===== config.mk =====
export PLATFORM = sky130hd
export DESIGN_NAME = stall_ctrl
export DESIGN_NICKNAME = d
export VERILOG_FILES = /design/src/rtl/stall_ctrl.sv
export SDC_FILE = /design/constraint.sdc
export NUM_CORES = 1
export LEC_CHECK = 0
export CAP_MARGIN = 10
export CELL_PAD_IN_SITES_DETAIL_PLACEMENT = 2
export CELL_PAD_IN_SITES_GLOBAL_PLACEMENT = 2
export CORE_AREA = 2 2 91 93
export CTS_BUF_LIST = sky130_fd_sc_hd__clkbuf_2
export CTS_CLUSTER_DIAMETER = 120
export CTS_CLUSTER_SIZE = 24
export DETAILED_ROUTE_END_ITERATION = 12
export DIE_AREA = 0 0 93 95
export PLACE_DENSITY_LB_ADDON = 0.2
export SYNTH_ARGS = -nofsm -noshare
export SYNTH_HDL_FRONTEND = slang
export SYNTH_SLANG_ARGS = --single-unit

===== constraint.sdc =====
create_clock -name clk -period 2 [get_ports clk]
set_clock_uncertainty 0.05 [all_clocks]
set_input_delay 0.4 -clock clk [delete_from_list [all_inputs] [get_ports clk]]
set_output_delay 0.4 -clock clk [all_outputs]
set_load 0.02 [all_outputs]

===== src/rtl/stall_ctrl.sv =====
// stall_ctrl: merges load-use, divide and memory-wait stall requests into the pipeline stall bus
//   clk            : clock, all state on rising edge
//   rst            : asynchronous active-low reset
//   stall_for_load : load-use hazard from the forwarding unit
//   ex_div_req     : EX holds a divide needing the divider
//   div_ready      : divider result valid pulse
//   mem_wait       : data SRAM not ready
//   flush          : exception/eret flush, highest priority
//   stall          : [0]PC [1]IF [2]ID [3]EX [4]MEM [5]WB, 1 = stop
//   div_start      : one-cycle divider launch pulse
//   div_cancel     : one-cycle divider abort pulse
//   div_busy       : divide launched and not yet resolved
//   div_timeout    : sticky divider timeout flag
//   stall_cycles   : saturating count of cycles with the PC stalled
module stall_ctrl #(
    parameter int DIV_TIMEOUT = 64,
    parameter int CNT_W       = 32
) (
    input  logic             clk,
    input  logic             rst,
    input  logic             stall_for_load,
    input  logic             ex_div_req,
    input  logic             div_ready,
    input  logic             mem_wait,
    input  logic             flush,
    output logic [5:0]       stall,
    output logic             div_start,
    output logic             div_cancel,
    output logic             div_busy,
    output logic             div_timeout,
    output logic [CNT_W-1:0] stall_cycles
);
    localparam int WC_W = $clog2(DIV_TIMEOUT);
    localparam logic [WC_W-1:0] WC_MAX = WC_W'(DIV_TIMEOUT - 1);

    typedef enum logic [1:0] {IDLE, DIV_START, DIV_WAIT, DIV_DONE} state_t;

    state_t          state, state_nxt;
    logic [WC_W-1:0] wait_cnt, wait_cnt_nxt;
    logic            timeout_nxt;

    assign div_start = state == DIV_START;
    assign div_busy  = state == DIV_START || state == DIV_WAIT;

    always_comb begin
        state_nxt    = state;
        wait_cnt_nxt = wait_cnt;
        timeout_nxt  = div_timeout;
        case (state)
            IDLE:      state_nxt = ex_div_req && !flush && !mem_wait ? DIV_START : IDLE;
            DIV_START: begin
                state_nxt    = DIV_WAIT;
                wait_cnt_nxt = '0;
            end
            DIV_WAIT:  begin
                if (div_ready) state_nxt = DIV_DONE;
                // counter parks at the limit so the flag is raised once and held
                else if (wait_cnt == WC_MAX) timeout_nxt = 1'b1;
                else wait_cnt_nxt = wait_cnt + 1'b1;
            end
            default:   state_nxt = IDLE;
        endcase
        if (flush) state_nxt = IDLE;
    end

    // combinational outputs are masked during reset so input activity cannot leak out
    always_comb begin
        div_cancel = rst && flush && div_busy;
        stall = !rst || flush ? 6'b000000 :
                mem_wait ? 6'b011111 :
                (ex_div_req && state != DIV_DONE) || div_busy ? 6'b001111 :
                stall_for_load ? 6'b000111 : 6'b000000;
    end

    always_ff @(posedge clk or negedge rst) begin
        if (!rst) begin
            state        <= IDLE;
            wait_cnt     <= '0;
            div_timeout  <= 1'b0;
            stall_cycles <= '0;
        end else begin
            state       <= state_nxt;
            wait_cnt    <= wait_cnt_nxt;
            div_timeout <= timeout_nxt;
            if (stall[0] && stall_cycles != '1) stall_cycles <= stall_cycles + 1'b1;
        end
    end
endmodule


==> reports/results.tsv, run 1 <==
metric	value	unit
synth_warnings	0	
gp_congestion	0.759	
reg2reg_slack	-110	ps
timing.rr.start	state[0]	
dr.pass1.iters	4	
worstSetupPathType	register to output port	
cp.arrival	1680	ps
fin_crit_sh	107	%
yosysUniqueCellTypes	41	
status	finished with violations	
cp_slowest_stage_delay	470	ps
grt_overflow	0	
cts_buffer_depth	2	
path_cells	inv_2 > ha_4 > nor2_4 > a31o_4 > clkinv_8 > buf_4	
grt_use_total	16.4	%
ioPinCount	49	
antenna_found_initial	0	
setup_slack	-134	ps
drtIter0Drc	63	
initial_core_util	28.1	%
worstRegToRegCells	11	
start_kind	register	
clock_latency	400	ps
finalSetupViolations	18	
final-hold-violation-count	0	
vias	2091	
cp.required	1550	ps
via_per_inst	4.83	
p_leak	1.75	nW
critPathMaxFanout	4	
cts_root_buf	clkbuf_2	
cp_top_family	flip-flops	
grt_pass1_wl	11.3	mm
drc	0	
ant_nets	0	
violations	setup timing	
io_buffers	47	
syn_area	2230	sq um
cts.clk_slew.worst_paths	220	ps
slew_viol_final	0	
n_antenna_cell	0	
grt_start_max_net_pins	29	
fillers	854	
dpl_worst_slack	-407	ps
powerDensity	754	nW/um^2
final_nets	340	
dieArea	8840	sq um
synth_edf_count	0	
ys_seq_area_share	46.0	%
grt_setup_unrepaired	yes	
wl_per_cell	16.8	microns
hold_path.class	input port to asynchronous set/reset pin	
numCtsBuffers	5	
whs	69.8	ps
timing.fmax	469	MHz
vdd_drop_max	337	uV
ys_seq_elements	41	
h-tree-depth	2	
async_reset_ff_share	100	%
synthCells	222	
grt_pass1_vias	2237	
synth_flop_cell	dfrtp_1	
rr_endpoint	stall_cycles[30]	
cts.sinks	41	
drive_gt1_share	36.3	%
die_y	95	microns
dp_hpwl	5.27	mm
syn-num-nets	235	
core	7930	sq um
rows	33	
dieWidth	93	microns
areaGrowthSynthToFinish	58.4	%
crit_buf_inv	3	
endpoint_kind	output port	
syn-mean-instance-area	10.0	sq um
wl	7.28	mm
max-cap-violations	0	
critPathSlowestCell	dfrtp_1	
cts_tree	yes	
period_needed	2130	ps
==> state kept, by name (all words and copies together), names as in the netlist <==
signal	flops
wait_cnt	6
div_timeout	1
state	2
stall_cycles	32
==> cells by family (layout without fill, tap and decap cells) <==
family / Yosys count / in the layout / synth area share, %
and+or+nand+nor: 97 / 97 / 25.5
muxes: 4 / 4 / 1.91
xor gates and xnor gates: 27 / 27 / 10.6
adders and majority gates: 6 / 6 / 3.37
other: 1 / 1 / 0.168
AOI/OAI and AO/OA: 28 / 28 / 8.14
buffers and inverters: 18 / 124 / 4.21
DFF: 41 / 41 / 46.0
==> worst reg2reg max path, stage by stage (launching register included) <==
cell and delay (ps):
dfrtp_1 450, inv_2 70, ha_4 280, nor2_4 40
a31o_4 240, clkinv_8 60, buf_4 120, buf_8 120
and3_4 190, buf_6 110, nand4_1 120, xnor2_1 200
==> layer usage <==
layer,GRT usage (%),part of all wire (%),wire length [microns]
met5,0,0,0
met3,2.95,2.5,181
met1,21.2,44,3180
met2,28.4,53,3850
met4,4.04,0.93,68
==> cells in the mapped netlist, types with 6 or more instances <==
master    n  area, sq um
xnor2_1  11         96.3
nor3_1    8         40.0
a21oi_1  10         50.1
nor2_1   16         60.1
dfrtp_1  41         1030
o21ai_0   6         30.0
nand2_1  14         52.6
nand3_1  16         80.1
xor2_1   16          140
ha_1      6         75.1
inv_1    10         37.5
nand4_1  11         68.8
==> worst max-delay path by stage <==
stage	to	depth (start not counted)	startpoint	slack, ps
2_1_floorplan	stall_cycles[18]	10	state[0]	3
3_3_place_gp	stall[0]	5	ex_div_req	-380
3_5_place_dp	stall[2]	5	ex_div_req	-410
4_1_cts	stall[2]	6	state[1]	-160
5_1_grt	stall_cycles[30]	11	state[1]	-250
6_report	stall[2]	6	state[1]	-130
==> placed cells by master, fill, tap and decap left out, types with 4 or more instances in the layout <==
| cell | netlist | routed |
|---|---|---|
| nand3_1 | 16 | 13 |
| nor2_1 | 16 | 12 |
| a21oi_1 | 10 | 9 |
| dfrtp_1 | 41 | 37 |
| nor3_1 | 8 | 4 |
| nor2_4 | 0 | 4 |
| clkdlybuf4s50_1 | 0 | 12 |
| dlygate4sd2_1 | 0 | 15 |
| xnor2_1 | 11 | 11 |
| nand2_1 | 14 | 14 |
| inv_1 | 10 | 8 |
| o21ai_0 | 6 | 6 |
| dlymetal6s2s_1 | 0 | 11 |
| buf_4 | 4 | 56 |
| dfrtp_2 | 0 | 4 |
| clkbuf_2 | 0 | 6 |
| buf_6 | 1 | 6 |
| xor2_1 | 16 | 16 |
| nand4_1 | 11 | 11 |
==> power breakdown <==
| group | switching (W) | leakage (nW) | internal (W) |
|---|---|---|---|
| combinational | 0.000645 | 1.18 | 0.000634 |
| sequential | 0.0000924 | 0.535 | 0.000929 |
| clock | 0.000284 | 0.0278 | 0.0000768 |
==> cell type report <==
| class | count | area, sq um | area share, % |
|---|---|---|---|
| inverter | 11 | 53.8 | 1.52 |
| tap | 105 | 131 | 3.72 |
| clock buffer | 5 | 25.0 | 0.709 |
| sequential | 41 | 1030 | 29.2 |
| timing repair buffer | 105 | 937 | 26.6 |
| multi-input combinational | 163 | 1340 | 37.9 |
| clock inverter | 3 | 12.5 | 0.354 |
==> metrics by stage <==
stage	instance area (sq um)	TNS [ps]	util, %	instances	power [W]
after floorplan	2260	0	-	222	0.00156
after global placement	3140	-6330	39.6	412	0.00212
after detailed placement	3140	-7870	39.6	412	0.00216
after CTS	3240	-963	40.9	424	0.00252
after global routing	3530	-3440	44.5	433	0.00284
final	3530	-1200	44.5	433	0.00266
==> timing repair <==
item                       in CTS  in global routing
resized for setup              67                 49
hold endpoints to repair       13                  0
pin swaps                       3                 16
buffers inserted                3                  9
cloned                          0                  1
setup endpoints to repair      44                 45
hold buffers                    1                  0
Power figures use the tool's default switching activity.
==> inputs of run 2 (changes only) <==
--- a/config.mk
+++ b/config.mk
@@ -14,7 +14,8 @@
 export CTS_CLUSTER_SIZE = 24
 export DETAILED_ROUTE_END_ITERATION = 12
 export DIE_AREA = 0 0 93 95
-export PLACE_DENSITY_LB_ADDON = 0.2
+export PLACE_DENSITY = 0.84
+export SETUP_SLACK_MARGIN = 0.15
 export SYNTH_ARGS = -nofsm -noshare
 export SYNTH_HDL_FRONTEND = slang
 export SYNTH_SLANG_ARGS = --single-unit
==> reports/results.tsv, run 2 (synthesized netlist as in run 1, its figures left out) <==
metric	value	unit
p_switching	0.00122	W
final-hold-violation-count	0	
drive_gt1_share	48.2	%
largest_reg_flops	32	
pwr-share-seq	36.3	%
p_int	0.00177	W
io_buffers	47	
grt_pass1_wl	14.0	mm
slew_viol_final	0	
cts_buffer_depth	2	
fin_crit_sh	110	%
finalNonFillerCells	447	
cp.required	1550	ps
combPwrFrac	50.6	%
reg2reg_slack	-200	ps
rr_endpoint	stall_cycles[30]	
setup_slack	-204	ps
worst_slew_pin_slew	567	ps
grt_use_total	20.7	%
wl_per_cell	21.4	microns
placed_area	3090	sq um
cts.clk_slew.worst_paths	260	ps
cts_tree	yes	
powerDensity	777	nW/um^2
numCtsBuffers	5	
antenna_found_initial	0	
cts.sinks	41	
timing.rr.start	state[1]	
drtIter0Drc	64	
finalSetupViolations	32	
grt_pass1_vias	2556	
worstSetupPathType	register to output port	
initial_core_util	28.1	%
vdd_drop_max	401	uV
p_leak	1.80	nW
max-cap-violations	0	
cts_root_buf	clkbuf_2	
start_kind	register	
cp.arrival	1750	ps
hold_buffers	0	
relSlewSlack	62.2	%
h-tree-depth	2	
dr.pass1.iters	4	
grt_start_max_net_pins	42	
grt_overflow	0	
die_y	95	microns
period_needed	2200	ps
worstRegToRegCells	10	
gp_congestion	0.731	
layout_common_cells	buf_4 (62), dfrtp_1 (29), dlygate4sd2_1 (22)	
critPathMaxFanout	3	
dp.cells	400	
drc	0	
ant_nets	0	
vias	2267	
timing.fmax	454	MHz
dp_hpwl	5.13	mm
sw_frac_of_total	40.8	%
n_antenna_cell	0	
wl	9.55	mm
ioPinCount	49	
top_register	stall_cycles	
via_per_inst	5.07	
dieArea	8840	sq um
power_frac_clock	13.1	%
endpoint_kind	output port	
fin_area	3850	sq um
violations	setup timing	
final_common_cell	buf_4	
core	7930	sq um
final_core_util	48.5	%
dieWidth	93	microns
grt_setup_unrepaired	yes	
rows	33	
status	finished with violations	
clock_latency	440	ps
final_nets	354	
hold_path.class	input port to asynchronous set/reset pin	
areaGrowthSynthToFinish	72.7	%
reg_top3	stall_cycles x32, wait_cnt x6, state x2	
run 2: worst max-delay path: stages (launching register included):
cell and delay [ps]:
dfrtp_1 480, ha_1 200, nand2b_4 150, buf_4 130, a21oi_1 180, buf_4 180
run 2: worst max-delay path by stage:
stage,start,endpoint,cells after the start
finish,state[1],stall[3],5
detailed placement,flush,stall[0],5
CTS,state[0],stall[0],6
global placement,flush,stall[0],5
floorplan,state[0],stall_cycles[20],10
global route,state[1],stall_cycles[30],10
run 2: power groups by stage:
stage	Sequential [W]	Combinational, W	Clock (W)
2_1_floorplan	0.00116	0.000437	0
3_3_place_gp	0.00107	0.00102	0
3_5_place_dp	0.00108	0.00108	0
4_1_cts	0.00108	0.00125	0.000404
5_1_grt	0.00110	0.00162	0.000432
6_report	0.00109	0.00151	0.000392
run 2: layout make-up:
class,instances,area (sq um)
clock inverters,3,17.5
clock buffers,5,25.0
well taps,105,131
flip-flops and latches,41,1040
fillers,796,4080
inverters,11,53.8
repair buffers,118,1050
multi-input cells,164,1530
run 2: what timing repair did:
item / 4_1_cts / 5_1_grt
endpoints found under the setup margin: 74 / 54
gates resized for setup: 150 / 37
pin swaps: 30 / 28
gates cloned: 2 / 0
setup buffers: 25 / 12
run 2: routing by layer:
metal / track usage [%] / wire, microns / vias up
li1: - / - / 1030
met1: 24.3 / 3810 / 1181
met2: 37.8 / 5310 / 43
met3: 3.35 / 273 / 13
met4: 7.97 / 155 / 0
met5: 0 / 0 / -
run 2: through the flow:
| stage | power (W) | setup TNS, ps | hold slack, ps | setup slack, ps |
|---|---|---|---|---|
| after CTS | 0.00273 | -1340 | 97.6 | -198 |
| after detailed placement | 0.00216 | -8060 | 420 | -458 |
| after global routing | 0.00316 | -6560 | 105 | -326 |
| final | 0.00299 | -3570 | 89.0 | -204 |
| after global placement | 0.00209 | -5850 | 412 | -436 |
| after floorplan | 0.00160 | 0 | 54.4 | 90.7 |
==> inputs of run 3 (changes only) <==
--- a/config.mk
+++ b/config.mk
@@ -14,7 +14,7 @@
 export CTS_CLUSTER_SIZE = 24
 export DETAILED_ROUTE_END_ITERATION = 12
 export DIE_AREA = 0 0 93 95
-export PLACE_DENSITY = 0.84
+export PLACE_DENSITY_LB_ADDON = 0.1
 export SETUP_SLACK_MARGIN = 0.15
 export SYNTH_ARGS = -nofsm -noshare
 export SYNTH_HDL_FRONTEND = slang
==> reports/results.tsv, run 3 (synthesized netlist as in run 1, its figures left out) <==
metric	value	unit
status	finished with violations	
violations	setup timing	
worst_slew_pin_slew	564	ps
hold_path.class	input port to asynchronous set/reset pin	
grt_pass1_vias	2341	
fin_area	3540	sq um
cts_tree	yes	
dieArea	8840	sq um
fillers	859	
clock_latency	420	ps
cp.required	1550	ps
initial_core_util	28.1	%
gp_congestion	0.761	
grt_start_max_net_pins	42	
endpoint_kind	output port	
start_kind	register	
final_common_cell	buf_4	
max-cap-violations	0	
vdd_drop_max	313	uV
period_needed	2120	ps
tns	-568	ps
drive_gt1_share	39.4	%
dp_hpwl	5.24	mm
relSlewSlack	62.4	%
grt_use_total	17.5	%
worstSetupPathType	register to output port	
dp.cells	411	
drtIter0Drc	42	
power.total	0.00263	W
seq_area	1040	sq um
cp.arrival	1670	ps
ant_nets	0	
largest_reg_flops	32	
finalSetupViolations	8	
areaGrowthSynthToFinish	59.1	%
placed_area	3170	sq um
reg_top3	stall_cycles x32, wait_cnt x6, state x2	
wl_per_cell	17.1	microns
layout_common_cells	buf_4 (50), dfrtp_1 (31), dlygate4sd2_1 (24)	
powerDensity	742	nW/um^2
grt_pass1_wl	12.0	mm
numCtsBuffers	5	
top_register	stall_cycles	
critPathMaxFanout	4	
dieWidth	93	microns
ioPinCount	49	
vias	2087	
rows	33	
fin_crit_sh	106	%
via_per_inst	4.85	
finalNonFillerCells	430	
final_nets	337	
drc	0	
final-hold-violation-count	0	
path_cells	inv_2 > ha_4 > nor2_4 > a31o_4 > clkinv_8 > buf_6	
cp_top_family	flip-flops	
multi_input_comb_area	1410	sq um
dr.pass1.iters	4	
timing.fmax	471	MHz
grt_setup_unrepaired	yes	
die_y	95	microns
cts_buffer_depth	2	
cp_slowest_stage_delay	460	ps
wl	7.35	mm
cts_root_buf	clkbuf_2	
slew_viol_final	0	
cts.clk_slew.worst_paths	230	ps
p_leak	1.67	nW
core	7930	sq um
setup_slack	-123	ps
antenna_found_initial	0	
io_buffers	47	
n_antenna_cell	0	
h-tree-depth	2	
crit_buf_inv	3	
critPathSlowestCell	dfrtp_1	
cts.sinks	41	
grt_overflow	0	
==> run 3: cell count changes in the layout (fill, tap and decap cells not counted), sizes merged <==
cell	previous run	this run
clkdlybuf4s50	5	4
clkinv	3	4
buf	81	63
clkbuf	8	7
dlygate4sd2	22	24
dlymetal6s2s	0	1
clkinvlp	1	0
==> run 3: power breakdown <==
part | internal (W) | leakage, nW | switching (W)
clock | 0.0000765 | 0.0278 | 0.000289
combinational | 0.000602 | 1.11 | 0.000630
sequential | 0.000935 | 0.527 | 0.0000983
==> run 3: path summary, 6_finish.rpt <==
check                       startpoint                to  slack, ps  cells past startpoint
setup reg to reg              state[0]  stall_cycles[14]        -40                      8
max in group asynchronous          rst  stall_cycles[27]       1370                      3
min in group clk                 flush          state[1]        250                      3
setup / recovery              state[1]          stall[0]       -120                      6
hold / removal                     rst  stall_cycles[15]        110                      3
hold reg to reg            div_timeout       div_timeout        460                      1
==> run 3: worst register-to-register path, cell delays in order, from the launching register on <==
cell	delay (ps)
dfrtp_1	450
ha_1	220
nand2b_4	150
a31o_4	260
clkinv_8	70
buf_4	190
nand3_1	120
nor2_1	110
mux2_2	330
==> run 3: final cells by class <==
type                       count  share of cell area, %
clock inverter                 3                  0.353
multi-input combinational    164                   39.7
clock buffer                   5                  0.706
inverter                      11                   1.52
tap                          105                   3.71
timing repair buffer         101                   24.7
sequential                    41                   29.3
==> run 3: per-layer routing <==
layer	global-route usage, %	wire [microns]
met1	20.7	3080
met2	32.6	3980
met3	3.19	205
met4	4.78	86
met5	0	0
==> run 3: timing repair <==
| action | CTS | global route |
|---|---|---|
| setup endpoints to repair | 74 | 51 |
| endpoints found under the hold margin | 0 | 0 |
| gates cloned | 1 | 0 |
| pin swaps | 7 | 10 |
| resized for setup | 115 | 25 |
| hold buffers | 0 | 0 |
| setup buffers | 4 | 6 |
==> run 3: stage by stage <==
step / utilization [%] / hold WS, ps / setup WS [ps]
after CTS: 43.1 / 128 / -156
final: 44.7 / 113 / -123
after global routing: 44.7 / 140 / -230
after floorplan: - / 54.4 / 90.7
after detailed placement: 40.0 / 426 / -445
after global placement: 40.0 / 408 / -398
